<file path="src/rtl/muldiv_seq_if.sv">
// ----------------------------------------------------------------------------
// muldiv_seq_if
//
// Bundle of the request / response / pipeline-control signals of the RV32M
// multiply/divide sequencer.
//
// Handshake rules (both channels):
//   A transfer happens on a rising clock edge where valid and ready are both 1.
//   The producer keeps its payload stable while valid is high and ready is low.
//   Valid must never depend combinationally on ready.
//
// Signals:
//   flush      pipeline -> block  kill any in-flight operation
//   in_valid   pipeline -> block  request carries an operation
//   in_ready   block -> pipeline  block can accept (idle)
//   op         pipeline -> block  funct3 of the M-extension instruction
//   rs1_data   pipeline -> block  dividend / multiplicand
//   rs2_data   pipeline -> block  divisor / multiplier
//   rd_in      pipeline -> block  destination tag
//   out_valid  block -> writeback result available
//   out_ready  writeback -> block result consumed
//   out_result block -> writeback result value
//   out_rd     block -> writeback destination tag of the result
//   busy       block -> pipeline  operation in flight or result pending
//
// Modports: master = pipeline / writeback side, slave = the sequencer.
// ----------------------------------------------------------------------------
interface muldiv_seq_if #(
    parameter int XLEN = 32
);
    logic            flush;
    logic            in_valid;
    logic            in_ready;
    logic [2:0]      op;
    logic [XLEN-1:0] rs1_data;
    logic [XLEN-1:0] rs2_data;
    logic [4:0]      rd_in;
    logic            out_valid;
    logic            out_ready;
    logic [XLEN-1:0] out_result;
    logic [4:0]      out_rd;
    logic            busy;

    modport master (
        output flush, in_valid, op, rs1_data, rs2_data, rd_in, out_ready,
        input  in_ready, out_valid, out_result, out_rd, busy
    );

    modport slave (
        input  flush, in_valid, op, rs1_data, rs2_data, rd_in, out_ready,
        output in_ready, out_valid, out_result, out_rd, busy
    );
endinterface

</file>
<file path="src/rtl/muldiv_seq.sv">
// ----------------------------------------------------------------------------
// muldiv_seq
//
// Multi-cycle sequencer for the RV32M multiply/divide unit. One operation is
// accepted at a time; a shared datapath runs either a radix-2 shift-add
// multiplier or a restoring divider for 32 iterations, then holds the result
// until writeback takes it.
//
// Ports:
//   clk          rising-edge clock
//   rst          synchronous, active-high reset
//   bus          muldiv_seq_if.slave (request, response and flush/busy)
//   o_dbg_state  current FSM state (0 IDLE, 1 CALC, 2 DONE)
//   o_dbg_cnt    iteration counter
//
// Configuration macro:
//   MUXDIV_FAST_MUL_EN  when defined, multiplies complete with a single-cycle
//                       64-bit product and skip the iterative path.
//
// Datapath register usage:
//   multiply: r_a = multiplicand magnitude, {r_hi, r_lo} = accumulator whose
//             low half starts as the multiplier magnitude and shifts out
//   divide:   r_a = divisor magnitude, r_hi = partial remainder,
//             r_lo = dividend magnitude shifting into the quotient
// ----------------------------------------------------------------------------
module muldiv_seq #(
    parameter int XLEN = 32
) (
    input  logic                clk,
    input  logic                rst,
    muldiv_seq_if.slave         bus,
    output logic [1:0]          o_dbg_state,
    output logic [4:0]          o_dbg_cnt
);

    typedef enum logic [1:0] {
        S_IDLE = 2'd0,
        S_CALC = 2'd1,
        S_DONE = 2'd2
    } state_t;

    localparam logic [2:0] OP_MUL    = 3'b000;
    localparam logic [2:0] OP_MULH   = 3'b001;
    localparam logic [2:0] OP_MULHSU = 3'b010;
    localparam logic [2:0] OP_MULHU  = 3'b011;
    localparam logic [2:0] OP_DIV    = 3'b100;
    localparam logic [2:0] OP_DIVU   = 3'b101;
    localparam logic [2:0] OP_REM    = 3'b110;
    localparam logic [2:0] OP_REMU   = 3'b111;

    localparam logic [XLEN-1:0] INT_MIN  = {1'b1, {(XLEN-1){1'b0}}};
    localparam logic [XLEN-1:0] ALL_ONES = {XLEN{1'b1}};
    localparam logic [XLEN-1:0] ZERO     = {XLEN{1'b0}};

    // ------------------------------------------------------------------
    // Registers
    // ------------------------------------------------------------------
    state_t          r_state;
    logic [4:0]      r_cnt;
    logic [2:0]      r_op;
    logic [4:0]      r_rd;
    logic [XLEN-1:0] r_a;
    logic [XLEN-1:0] r_hi;
    logic [XLEN-1:0] r_lo;
    logic            r_neg_q;     // product / quotient must be negated
    logic            r_neg_r;     // remainder must be negated
    logic            r_out_valid;
    logic [XLEN-1:0] r_out_result;
    logic [4:0]      r_out_rd;

    // ------------------------------------------------------------------
    // Acceptance-side decode (operands straight from the request)
    // ------------------------------------------------------------------
    logic            w_signed_a;
    logic            w_signed_b;
    logic            w_is_div;
    logic            w_a_neg;
    logic            w_b_neg;
    logic [XLEN-1:0] w_a_mag;
    logic [XLEN-1:0] w_b_mag;
    logic            w_div_zero;
    logic            w_div_ovf;
    logic            w_special;
    logic [XLEN-1:0] w_special_result;

    always_comb begin
        w_signed_a = 1'b0;
        w_signed_b = 1'b0;
        case (bus.op)
            OP_MULH:        begin w_signed_a = 1'b1; w_signed_b = 1'b1; end
            OP_MULHSU:      begin w_signed_a = 1'b1; w_signed_b = 1'b0; end
            OP_DIV, OP_REM: begin w_signed_a = 1'b1; w_signed_b = 1'b1; end
            default:        begin w_signed_a = 1'b0; w_signed_b = 1'b0; end
        endcase
    end

    assign w_is_div = bus.op[2];
    assign w_a_neg  = w_signed_a & bus.rs1_data[XLEN-1];
    assign w_b_neg  = w_signed_b & bus.rs2_data[XLEN-1];
    // Magnitude of INT_MIN is 2^31, which is still correct read as unsigned.
    assign w_a_mag  = w_a_neg ? -bus.rs1_data : bus.rs1_data;
    assign w_b_mag  = w_b_neg ? -bus.rs2_data : bus.rs2_data;

    // Divide corner cases resolved at acceptance without iterating.
    assign w_div_zero = w_is_div && (bus.rs2_data == ZERO);
    assign w_div_ovf  = w_is_div && !bus.op[0] &&
                        (bus.rs1_data == INT_MIN) && (bus.rs2_data == ALL_ONES);
    assign w_special  = w_div_zero || w_div_ovf;

    always_comb begin
        w_special_result = ZERO;
        if (w_div_zero) begin
            // op[1] selects REM/REMU: remainder is the dividend itself.
            w_special_result = bus.op[1] ? bus.rs1_data : ALL_ONES;
        end else if (w_div_ovf) begin
            w_special_result = bus.op[1] ? ZERO : INT_MIN;
        end
    end

`ifdef MUXDIV_FAST_MUL_EN
    // Sign-extend to 64 bits; the low 64 bits of the unsigned product of the
    // extended operands equal the signed/mixed product.
    logic [2*XLEN-1:0] w_fast_a;
    logic [2*XLEN-1:0] w_fast_b;
    logic [2*XLEN-1:0] w_fast_prod;
    logic [XLEN-1:0]   w_fast_result;

    assign w_fast_a      = {{XLEN{w_a_neg}}, bus.rs1_data};
    assign w_fast_b      = {{XLEN{w_b_neg}}, bus.rs2_data};
    assign w_fast_prod   = w_fast_a * w_fast_b;
    assign w_fast_result = (bus.op == OP_MUL) ? w_fast_prod[XLEN-1:0]
                                              : w_fast_prod[2*XLEN-1:XLEN];
`endif

    // ------------------------------------------------------------------
    // One iteration of the shared datapath
    // ------------------------------------------------------------------
    logic [XLEN:0]   w_mul_sum;
    logic [XLEN-1:0] w_mul_hi_n;
    logic [XLEN-1:0] w_mul_lo_n;
    logic [XLEN:0]   w_div_shift;
    logic [XLEN:0]   w_div_diff;
    logic            w_div_ge;
    logic [XLEN-1:0] w_div_hi_n;
    logic [XLEN-1:0] w_div_lo_n;
    logic [XLEN-1:0] w_hi_n;
    logic [XLEN-1:0] w_lo_n;

    // Multiply: conditional add into the upper half, then shift the whole
    // 65-bit {carry, hi, lo} right by one.
    assign w_mul_sum  = {1'b0, r_hi} + {1'b0, (r_lo[0] ? r_a : ZERO)};
    assign w_mul_hi_n = w_mul_sum[XLEN:1];
    assign w_mul_lo_n = {w_mul_sum[0], r_lo[XLEN-1:1]};

    // Divide: shift {rem, quot} left, trial-subtract. The partial remainder is
    // always below the divisor, so bit XLEN of the difference is the borrow.
    assign w_div_shift = {r_hi, r_lo[XLEN-1]};
    assign w_div_diff  = w_div_shift - {1'b0, r_a};
    assign w_div_ge    = ~w_div_diff[XLEN];
    assign w_div_hi_n  = w_div_ge ? w_div_diff[XLEN-1:0] : w_div_shift[XLEN-1:0];
    assign w_div_lo_n  = {r_lo[XLEN-2:0], w_div_ge};

    assign w_hi_n = r_op[2] ? w_div_hi_n : w_mul_hi_n;
    assign w_lo_n = r_op[2] ? w_div_lo_n : w_mul_lo_n;

    // ------------------------------------------------------------------
    // Final sign correction and result select (used on the last iteration)
    // ------------------------------------------------------------------
    logic [2*XLEN-1:0] w_prod;
    logic [2*XLEN-1:0] w_prod_s;
    logic [XLEN-1:0]   w_quot_s;
    logic [XLEN-1:0]   w_rem_s;
    logic [XLEN-1:0]   w_final;

    assign w_prod   = {w_hi_n, w_lo_n};
    assign w_prod_s = r_neg_q ? -w_prod : w_prod;
    assign w_quot_s = r_neg_q ? -w_lo_n : w_lo_n;
    assign w_rem_s  = r_neg_r ? -w_hi_n : w_hi_n;

    always_comb begin
        w_final = ZERO;
        case (r_op)
            OP_MUL:                       w_final = w_prod_s[XLEN-1:0];
            OP_MULH, OP_MULHSU, OP_MULHU: w_final = w_prod_s[2*XLEN-1:XLEN];
            OP_DIV, OP_DIVU:              w_final = w_quot_s;
            OP_REM, OP_REMU:              w_final = w_rem_s;
            default:                      w_final = ZERO;
        endcase
    end

    // ------------------------------------------------------------------
    // FSM and datapath registers
    // ------------------------------------------------------------------
    always_ff @(posedge clk) begin
        if (rst) begin
            r_state      <= S_IDLE;
            r_cnt        <= 5'd0;
            r_op         <= 3'd0;
            r_rd         <= 5'd0;
            r_a          <= ZERO;
            r_hi         <= ZERO;
            r_lo         <= ZERO;
            r_neg_q      <= 1'b0;
            r_neg_r      <= 1'b0;
            r_out_valid  <= 1'b0;
            r_out_result <= ZERO;
            r_out_rd     <= 5'd0;
        end else if (bus.flush) begin
            // Flush beats acceptance and consumption; a pending result is lost.
            r_state     <= S_IDLE;
            r_cnt       <= 5'd0;
            r_out_valid <= 1'b0;
        end else begin
            case (r_state)
                S_IDLE: begin
                    if (bus.in_valid) begin
                        r_op    <= bus.op;
                        r_rd    <= bus.rd_in;
                        r_cnt   <= 5'd0;
                        r_hi    <= ZERO;
                        r_neg_q <= w_a_neg ^ w_b_neg;
                        if (w_is_div) begin
                            r_a     <= w_b_mag;
                            r_lo    <= w_a_mag;
                            r_neg_r <= w_a_neg;
                        end else begin
                            r_a     <= w_a_mag;
                            r_lo    <= w_b_mag;
                            r_neg_r <= 1'b0;
                        end
                        if (w_special) begin
                            r_state      <= S_DONE;
                            r_out_valid  <= 1'b1;
                            r_out_result <= w_special_result;
                            r_out_rd     <= bus.rd_in;
                        end
`ifdef MUXDIV_FAST_MUL_EN
                        else if (!w_is_div) begin
                            r_state      <= S_DONE;
                            r_out_valid  <= 1'b1;
                            r_out_result <= w_fast_result;
                            r_out_rd     <= bus.rd_in;
                        end
`endif
                        else begin
                            r_state <= S_CALC;
                        end
                    end
                end

                S_CALC: begin
                    r_hi  <= w_hi_n;
                    r_lo  <= w_lo_n;
                    r_cnt <= r_cnt + 5'd1;  // wraps back to 0 after the last step
                    if (r_cnt == 5'd31) begin
                        r_state      <= S_DONE;
                        r_out_valid  <= 1'b1;
                        r_out_result <= w_final;
                        r_out_rd     <= r_rd;
                    end
                end

                S_DONE: begin
                    if (bus.out_ready) begin
                        r_state     <= S_IDLE;
                        r_out_valid <= 1'b0;
                    end
                end

                default: begin
                    r_state     <= S_IDLE;
                    r_out_valid <= 1'b0;
                end
            endcase
        end
    end

    // ------------------------------------------------------------------
    // Outputs: all derived from registered state, none from request inputs
    // ------------------------------------------------------------------
    assign bus.in_ready   = (r_state == S_IDLE);
    assign bus.busy       = (r_state == S_CALC) || (r_state == S_DONE);
    assign bus.out_valid  = r_out_valid;
    assign bus.out_result = r_out_result;
    assign bus.out_rd     = r_out_rd;
    assign o_dbg_state    = r_state;
    assign o_dbg_cnt      = r_cnt;

endmodule

</file>
<file path="src/flat_wrapper.sv">
// flat-port wrapper written by rule: the top's interface ports become plain ports
module muldiv_seq_flat 
#(
    parameter int XLEN = 32
)
  (clk, rst, o_dbg_state, o_dbg_cnt, bus_flush, bus_in_valid, bus_op, bus_rs1_data, bus_rs2_data, bus_rd_in, bus_out_ready, bus_in_ready, bus_out_valid, bus_out_result, bus_out_rd, bus_busy);
  muldiv_seq_if #(.XLEN(XLEN)) bus_i ();
  input  logic clk;
  input  logic rst;
  output logic [1:0] o_dbg_state;
  output logic [4:0] o_dbg_cnt;
  input wire logic [$bits(bus_i.flush)-1:0] bus_flush;
  input wire logic [$bits(bus_i.in_valid)-1:0] bus_in_valid;
  input wire logic [$bits(bus_i.op)-1:0] bus_op;
  input wire logic [$bits(bus_i.rs1_data)-1:0] bus_rs1_data;
  input wire logic [$bits(bus_i.rs2_data)-1:0] bus_rs2_data;
  input wire logic [$bits(bus_i.rd_in)-1:0] bus_rd_in;
  input wire logic [$bits(bus_i.out_ready)-1:0] bus_out_ready;
  output wire logic [$bits(bus_i.in_ready)-1:0] bus_in_ready;
  output wire logic [$bits(bus_i.out_valid)-1:0] bus_out_valid;
  output wire logic [$bits(bus_i.out_result)-1:0] bus_out_result;
  output wire logic [$bits(bus_i.out_rd)-1:0] bus_out_rd;
  output wire logic [$bits(bus_i.busy)-1:0] bus_busy;
  assign bus_i.flush = bus_flush;
  assign bus_i.in_valid = bus_in_valid;
  assign bus_i.op = bus_op;
  assign bus_i.rs1_data = bus_rs1_data;
  assign bus_i.rs2_data = bus_rs2_data;
  assign bus_i.rd_in = bus_rd_in;
  assign bus_i.out_ready = bus_out_ready;
  assign bus_in_ready = bus_i.in_ready;
  assign bus_out_valid = bus_i.out_valid;
  assign bus_out_result = bus_i.out_result;
  assign bus_out_rd = bus_i.out_rd;
  assign bus_busy = bus_i.busy;
  muldiv_seq #(.XLEN(XLEN)) u_core (.clk(clk), .rst(rst), .bus(bus_i), .o_dbg_state(o_dbg_state), .o_dbg_cnt(o_dbg_cnt));
endmodule
</file>
<file path="config.mk">
export PLATFORM = sky130hd
export DESIGN_NAME = muldiv_seq_flat
export DESIGN_NICKNAME = d
export VERILOG_FILES = /design/src/rtl/muldiv_seq_if.sv /design/src/rtl/muldiv_seq.sv /design/src/flat_wrapper.sv
export SDC_FILE = /design/constraint.sdc
export NUM_CORES = 1
export LEC_CHECK = 0
export BUFFER_PORTS_ARGS = -buffer_cell sky130_fd_sc_hd__buf_2
export CORE_MARGIN = 10
export CORE_UTILIZATION = 30
export CTS_CLUSTER_DIAMETER = 100
export DETAILED_ROUTE_END_ITERATION = 6
export GPL_ROUTABILITY_DRIVEN = 0
export RECOVER_POWER = 50
export SETUP_SLACK_MARGIN = 0.02
export SKIP_LAST_GASP = 1
export SYNTH_ARGS = -nofsm -noshare
export SYNTH_HDL_FRONTEND = slang
export SYNTH_SLANG_ARGS = --single-unit
</file>
<file path="constraint.sdc">
create_clock -name clk -period 4.3 [get_ports clk]
set_clock_uncertainty 0.15 [all_clocks]
set_input_delay 0.645 -clock clk [delete_from_list [all_inputs] [get_ports clk]]
set_output_delay 0.645 -clock clk [all_outputs]
set_load 0.02 [all_outputs]
</file>
; ---- After elaboration in Yosys (flattened, before gate mapping)
; Cells that the tools add are included.
[classes]
n_mux = 43
n_eq_ne = 20
n_bitwise = 5
reduce_logical = 23
add_sub_neg = 8
[op_table]
columns = operator, count
row1 = $mux 32, 19
row2 = $pmux 32 s2, 3
row3 = $neg 32->32, 4
row4 = $pmux 32 s4, 1
row5 = $eq 32x32->1 const B, 2
row6 = $mux 64, 1
row7 = $neg 64->64, 1
row8 = $add 32x32->33, 1
row9 = $sub 33x32->33, 1
row10 = $logic_not 32->1, 1
row11 = $mux 5, 4
row12 = $pmux 5 s2, 2
row13 = $eq 3x3->1 const B, 6
row14 = $eq 3x2->1 const B, 3
row15 = $reduce_and 3->1, 3
row16 = $mux 2, 4
row17 = $mux 1, 7
row18 = $eq 3x1->1 const B, 2
row19 = $pmux 2 s3, 1
row20 = $reduce_or 2->1, 3
row21 = $reduce_or 3->1, 2
row22 = $add 5x1->5 const B, 1
row23 = $eq 5x5->1 const B, 1
row24 = $reduce_and 5->1, 1
row25 = 17 further kinds, 25
[word_totals]
word_cells = 111
reg_bits = 151

; ---- Longest topological paths before layout
; Gate-level depths: netlist (run 1).
[depth]
ltp_word = 9
ltp_mapped = 20
depth_no_buf = 18

; ---- Worst setup path after synthesis (run 1)
; Ideal clock, no wire load.
[synth_timing]
path_type = register to register
startpoint = reg u_core.r_lo[31]
endpoint = reg u_core.r_out_result[28], in the netlist u_core.bus.out_result[28]
path_stages_with_launch = 20
period_less_slack_ps = 4743
arrival_time_ps = 4533
path_buffers = 1
slack_ps = -443
setup_time_ps = 60
path_cell_list = dfxtp_1 > inv_1 > ha_1 > fa_1 > nor2b_1 > o2111a_1 > o311a_4 > o2111a_2 > o21ai_4 > clkbuf_1 > a31oi_2 > ha_1 > nand2_1 > or3_1 > or3_1 > o21ai_0 > xnor2_1 > inv_1 > a2111oi_0 > a41o_1
[synth_via]
elab_chain_len = 8
word_cells_on_any_way = 14
[synth_lines]
columns = element, line
row1 = "start, declared", muldiv_seq.sv:64  ; logic [XLEN-1:0] r_lo;
row2 = "start signal, assigned", muldiv_seq.sv:224  ; r_lo <= w_a_mag;
row3 = "start signal, assigned", muldiv_seq.sv:228  ; r_lo <= w_b_mag;
row4 = "start signal, assigned", muldiv_seq.sv:253  ; r_lo <= w_lo_n;
row5 = $sub 33x32->33, muldiv_seq.sv:158  ; assign w_div_diff = w_div_shift - {1'b0, r_a};
row6 = $mux 32 or $not 1->1 (tied branches), "muldiv_seq.sv:160, muldiv_seq.sv:159"
row7 = "$mux 32, on equally long branches", "muldiv_seq.sv:163, muldiv_seq.sv:164"
row8 = $neg 64->64 (tied with other cells), muldiv_seq.sv:176  ; assign w_prod_s = r_neg_q ? -w_prod : w_prod;
row9 = $mux 64 (tied with other cells), muldiv_seq.sv:176
row10 = $pmux 32 s4 *, muldiv_seq.sv:182  ; case (r_op)
row11 = $mux 32 *, muldiv_seq.sv:255  ; if (r_cnt == 5'd31) begin
row12 = $pmux 32 s2 *, muldiv_seq.sv:214  ; case (r_state)
row13 = "end signal, assigned", muldiv_seq.sv:234  ; r_out_result <= w_special_result;
row14 = "end signal, assigned", muldiv_seq.sv:258  ; r_out_result <= w_final;
row15 = "end, declared", muldiv_seq.sv:68  ; logic [XLEN-1:0] r_out_result;
; Mark *: on every way between the ends. The rest lies on a longest branch, timed or not. The select of a mux whose other input is x is not followed.
; A chain may end at the register's enable or synchronous reset.

; ---- Worst setup path after layout (run 1)
; Same ends and word-level chain as after synthesis.

==> flow_summary.ini, run 1 <==
[worst_setup_path]
critPathMaxFanout = 7
critPathRequiredTime_ns = 4.50
startpoint_type = register
crit_type = register to register
cp-end-kind = register
crit_arrival_ns = 4.73

[finish]
drive_gt1_share_pct = 32.1
layout.nets = 2994
area_growth_syn_to_layout_pct = 42.8
antenna_cells = 0
stdcell_count = 3550

[logic_synthesis]
async_reset_ff_share_pct = 0
synth_top_cell_by_area = dfxtp_1
synth-seq-cells = 151
yosysSeqAreaShare_pct = 18.3
synthFlopType = dfxtp_1
yosysWarnings = 0
synth_area_leaders = dfxtp_1 (18%), nor2_1 (6.0%), o21ai_0 (5.7%)
synth_enable_flop_cells = 0
synth_fp_nets = 2471
syn_inst = 2319
synth_cell_types = 105
synth_area_um2 = 16500
avgSynthCellArea_um2 = 7.11
synth_top_area_share_pct = 18.3
synth.most_common_cell = nor2_1
synthTopCellsByCount = nor2_1 (265), nand2_1 (240), o21ai_0 (188), a21oi_1 (180), dfxtp_1 (151)

[routing]
final_antenna_net_count = 0
vias = 21200
wirelength_um = 80000
drtIter0Drc = 2812
wl_per_cell_um = 22.5
via_per_inst = 5.98
dr.pass1.iters = 7
drc = 1

[grt]
grt_usage_pct = 23.3
grt_max_degree = 136
grt_pass1_wl_um = 117000
grt_pass1_vias = 20200
antenna_found_initial = 0
overflow = 0

[outcome]
violations = DRC, capacitance limit, slew limit, setup timing
outcome = finished, violations left

[clocking]
cts_root_buf = clkbuf_16
cts_tree = done
hold_buffers = 0
clk_pin_slew_ns = 0.07
clock-sinks = 151
clk_latency_ns = 0.46
cts_buffers = 17
clockBufferDepth = 2
htree_levels = 4

[sta]
slew_violations = 137
setup-violations-final = 22
min_period_ns = 4.52
max_freq_mhz = 221
worst_slack_ns = -0.224
grt_setup_unrepaired = yes
finalHoldViolCount = 0
slew-limit-headroom_pct = -92.8
period_share_pct = 105
tightest_slew_ns = 2.89

[floorplan]
dieWidth_um = 254
rows = 85
io_pins = 124
initial_core_util_pct = 30.5
dieArea_um2 = 64700
die_h_um = 254
core-area_um2 = 54100

[power]
pwr-share-seq_pct = 25.7
clkPwrFrac_pct = 27.8
powerDensity_nw_per_um2 = 253
p_int_mw = 3.60
p_leak_nw = 9.50
pwr-share-comb_pct = 46.5
switchingPower_mw = 2.35
p_sw_share_pct = 39.5
vdd_drop_max_mv = 0.214

[placed_design]
post-dp-hpwl_um = 61700
pre_cts_ws_ns = -0.499
dp_cells = 3472
port_buffers = 123

[job]
drv_cap = 3

[min_path]
hold_class = input port to register
placed cells by master (no fill, tap or decap), drive strengths merged, types with 20 or more instances in the layout:
master / count
buf: 595
nor2: 267
nand2: 242
o21ai: 199
a21oi: 181
dfxtp: 151
xnor2: 98
nor3: 81
xor2: 77
clkbuf: 75
inv: 73
ha: 73
o211ai: 57
a211oi: 47
and2: 46
nand4: 39
mux2i: 35
nand3: 31
mux2: 28
a22oi: 28
a31oi: 28
o31ai: 28
a222oi: 27
a21o: 23
nand2b: 21
nor2b: 20
per-layer routing:
layer / up-vias / track usage [%] / part of all wire (%)
li1: 9624 / - / -
met1: 10100 / 27.8 / 38
met2: 1223 / 36.9 / 45
met3: 314 / 6.43 / 10
met4: 0 / 14.1 / 6.9
met5: - / 0 / 0
per-stage QoR:
step	total power [mW]	util [%]	cell area (um^2)	setup TNS [ns]	hold WS [ns]
2_1_floorplan	2.81	-	16600	-0.0390	0.286
3_3_place_gp	3.86	39.2	21200	-4.98	0.293
3_5_place_dp	3.89	39.2	21200	-6.51	0.297
4_1_cts	5.70	41.7	22600	-1.76	0.261
5_1_grt	6.16	43.5	23500	-6.49	0.288
6_report	5.95	43.5	23500	-2.62	0.281
cell families (layout without fill, tap and decap cells):
logic type,after synthesis,after routing,synth area share (%)
AOI/OAI and AO/OA,782,782,32.6
xor gates and xnor gates,175,175,9.30
adders and majority gates,75,75,5.78
buffers and inverters,221,756,5.19
DFF,151,151,18.3
muxes,63,63,4.06
and+or+nand+nor,852,852,24.7
final timing paths:
path	start	endpoint	slack [ns]	cells after the start
setup / recovery	u_core.r_lo[31]	u_core.bus.out_result[28]	-0.22	19
hold / removal	bus_rd_in[1]	u_core.r_rd[1]	0.28	3
setup reg to reg	u_core.r_lo[31]	u_core.bus.out_result[28]	-0.22	19
hold reg to reg	u_core.r_rd[1]	u_core.r_rd[1]	0.31	2
registers in the layout, indices dropped and copies added, names as in the netlist:
signal / flops
u_core.r_rd: 5
u_core.r_lo: 32
u_core.bus.out_valid: 1
u_core.bus.out_result: 32
u_core.bus.out_rd: 5
u_core.r_hi: 32
u_core.r_a: 32
u_core.r_neg_r: 1
u_core.o_dbg_cnt: 5
u_core.r_neg_q: 1
u_core.o_dbg_state: 2
u_core.r_op: 3
area by class of cell:
| type | count | area, um^2 |
|---|---|---|
| clock buffers | 23 | 478 |
| repair buffers | 647 | 4700 |
| fillers | 5330 | 30600 |
| multi-input cells | 1947 | 14000 |
| inverters | 78 | 294 |
| well taps | 696 | 871 |
| clock inverters | 8 | 145 |
| flip-flops and latches | 151 | 3040 |
timing repair:
item | in CTS | in global routing
pin swaps | 90 | 99
gates resized for setup | 141 | 167
setup endpoints to repair | 31 | 33
setup buffers | 19 | 32
power by group through the flow:
stage / clock network [mW] / registers [mW] / logic [mW]
floorplan: 0 / 1.55 / 1.26
global placement: 0 / 1.55 / 2.31
detailed placement: 0 / 1.55 / 2.34
CTS: 1.66 / 1.52 / 2.51
global route: 1.73 / 1.53 / 2.90
finish: 1.66 / 1.53 / 2.77
critical path, cell delays in order (launching register included):
cell       delay [ns]
dfxtp_2          0.32
inv_2            0.06
ha_4             0.13
fa_2             0.21
nor2b_2          0.05
o2111a_2         0.30
o311a_4          0.35
o2111ai_4        0.31
nand3_4          0.21
buf_6            0.19
a31oi_4          0.20
ha_4             0.17
nand2_4          0.05
or3_4            0.34
or3_4            0.38
o21ai_2          0.18
xnor2_2          0.13
a21oi_1          0.21
a21bo_1          0.24
a41o_1           0.23
No activity file was read; power rests on OpenSTA's default activity.
==> inputs of run 2 (changes only) <==
--- a/config.mk
+++ b/config.mk
@@ -6,11 +6,15 @@
 export NUM_CORES = 1
 export LEC_CHECK = 0
 export BUFFER_PORTS_ARGS = -buffer_cell sky130_fd_sc_hd__buf_2
+export CAP_MARGIN = 20
+export CELL_PAD_IN_SITES_DETAIL_PLACEMENT = 2
+export CELL_PAD_IN_SITES_GLOBAL_PLACEMENT = 2
 export CORE_MARGIN = 10
 export CORE_UTILIZATION = 30
 export CTS_CLUSTER_DIAMETER = 100
 export DETAILED_ROUTE_END_ITERATION = 6
 export GPL_ROUTABILITY_DRIVEN = 0
+export PLACE_DENSITY_LB_ADDON = 0.1
 export RECOVER_POWER = 50
 export SETUP_SLACK_MARGIN = 0.02
 export SKIP_LAST_GASP = 1
==> run 2 against run 1 <==
Net effect: the flow finishes with violations (capacitance limit, slew limit, setup timing); non-clock buffer count rose by 125; via count is 14% higher; clock power grew 5%; critical path depth stayed put; largest power group unchanged; highest routed layer is now met5.
==> flow_summary.ini, run 2 (synthesis gave the netlist of run 1 again) <==
[sta]
period_share_pct = 121
max_freq_mhz = 192
timing.hold.ws_ns = 0.238
worst_slack_ns = -0.914
fin_tns_setup_ns = -20.81
slew-limit-headroom_pct = -13.2
min_period_ns = 5.21
slew_violations = 16
finalHoldViolCount = 0
tightest_slew_ns = 1.70
grt_setup_unrepaired = yes
setup-violations-final = 37

[finish]
layout_commonest_cell = buf_4
drive_gt1_share_pct = 37.9
stdcell_count = 3680
area_growth_syn_to_layout_pct = 53.6
fin_util_pct = 46.8
mostFrequentLayoutCells = buf_4 (581), nor2_1 (253), nand2_1 (226)
design_area_um2 = 25300
nFillCells = 6076
layout.nets = 3119

[placed_design]
dp_cells = 3546
placed_area_um2 = 21800
post-dp-hpwl_um = 79700
pre_cts_ws_ns = -0.772
port_buffers = 123

[worst_setup_path]
slowest_stage = o21ai_0
critPathMaxFanout = 4
cp-end-kind = register
startpoint_type = register
timing.critical_path.mode_cell = buf_4
slowest_delay_ns = 0.56
critPathRequiredTime_ns = 4.57
crit_type = register to register
crit_arrival_ns = 5.48
crit_path_cell_trace = ha_1 > nor2b_2 > o31a_1 > buf_4 > o21ai_1 > buf_4 > nor3_1 > o21ai_0 > a2111oi_4 > buf_4 > buf_4 > o21a_1 > o211ai_1 > buf_4 > o21ai_0 > xnor2_1 > a221oi_2 > buf_4 > nor3_1

[routing]
wirelength_um = 132000
drtIter0Drc = 2744
drc = 0
wl_per_cell_um = 36.0
via_per_inst = 6.60
vias = 24300
dr.pass1.iters = 7
final_antenna_net_count = 0

[floorplan]
core-area_um2 = 54100
io_pins = 124
dieWidth_um = 254
dieArea_um2 = 64700
initial_core_util_pct = 30.5
die_h_um = 254
rows = 85

[grt]
grt_use_met1_pct = 39.5
overflow = 0
grt_busiest_layer = met2
grt_max_degree = 136
grt_pass1_vias = 24800
use_met3_pct = 5.13
grt_usage_pct = 34.3
grt_pass1_wl_um = 166000
antenna_found_initial = 8
grt.met2_usage_pct = 58.2

[clocking]
clk_pin_slew_ns = 0.08
clockBufferDepth = 2
htree_levels = 4
clock-sinks = 151
cts_buffers = 17
cts_tree = done
clk_latency_ns = 0.53
cts_root_buf = clkbuf_16

[outcome]
violations = capacitance limit, slew limit, setup timing
outcome = finished, violations left

[power]
vdd_drop_max_mv = 0.384
p_leak_nw = 10.3
powerDensity_nw_per_um2 = 266
power_mw = 6.74

[job]
drv_cap = 1

[min_path]
hold_class = input port to register
run 2: cell types whose count changed in the layout (fill, tap and decap cells not counted), sizes merged:
cell / before / now
clkinvlp: 2 / 0
buf: 595 / 713
clkbuf: 75 / 79
diode: 0 / 5
bufinv: 4 / 2
inv: 73 / 79
clkinv: 7 / 8
run 2: final timing paths:
| kind | startpoint | to | slack (ns) | cells after the start |
|---|---|---|---|---|
| min reg2reg | u_core.r_rd[4] | u_core.r_rd[4] | 0.32 | 2 |
| max | u_core.r_hi[0] | u_core.bus.out_result[9] | -0.91 | 19 |
| min | bus_rd_in[1] | u_core.r_rd[1] | 0.24 | 3 |
| max reg2reg | u_core.r_hi[0] | u_core.bus.out_result[9] | -0.91 | 19 |
run 2: timing repair:
action / CTS / global route
pin swaps: 114 / 88
endpoints found under the hold margin: 0 / 0
endpoints found under the setup margin: 34 / 35
hold buffers: 0 / 0
gates resized for setup: 273 / 196
buffers inserted: 63 / 40
run 2: report_power, final:
group / internal [mW] / switching (mW) / leakage (nW)
logic: 1.29 / 2.16 / 8.75
registers: 1.46 / 0.0816 / 1.23
clock network: 0.911 / 0.828 / 0.302
total: 3.67 / 3.07 / 10.3
run 2: routing by layer:
layer | wire (um) | vias up | part of all wire [%]
li1 | - | 9861 | -
met1 | 47500 | 12100 | 36
met2 | 60000 | 1627 | 45
met3 | 11100 | 741 | 8.4
met4 | 13600 | 6 | 10
met5 | 76 | - | 0.057
run 2: final cells by class:
type	instances	area, um^2	area share (%)
diodes	5	12.5	0.0494
clock inverters	11	138	0.544
flip-flops and latches	151	3060	12.1
multi-input cells	1947	14800	58.4
clock buffers	20	467	1.84
inverters	78	298	1.18
well taps	696	871	3.44
repair buffers	772	5700	22.5
run 2: critical path, delay by kind of cell (launching register included):
| kind | cells | cell delay, ns |
|---|---|---|
| buffers and inverters | 6 | 1.12 |
| AO/OA/AOI/OAI | 8 | 2.20 |
| flip-flops | 1 | 0.44 |
| AND/OR/NAND/NOR | 3 | 0.48 |
| adder cells (fa/ha/maj) | 1 | 0.28 |
| XOR/XNOR | 1 | 0.43 |
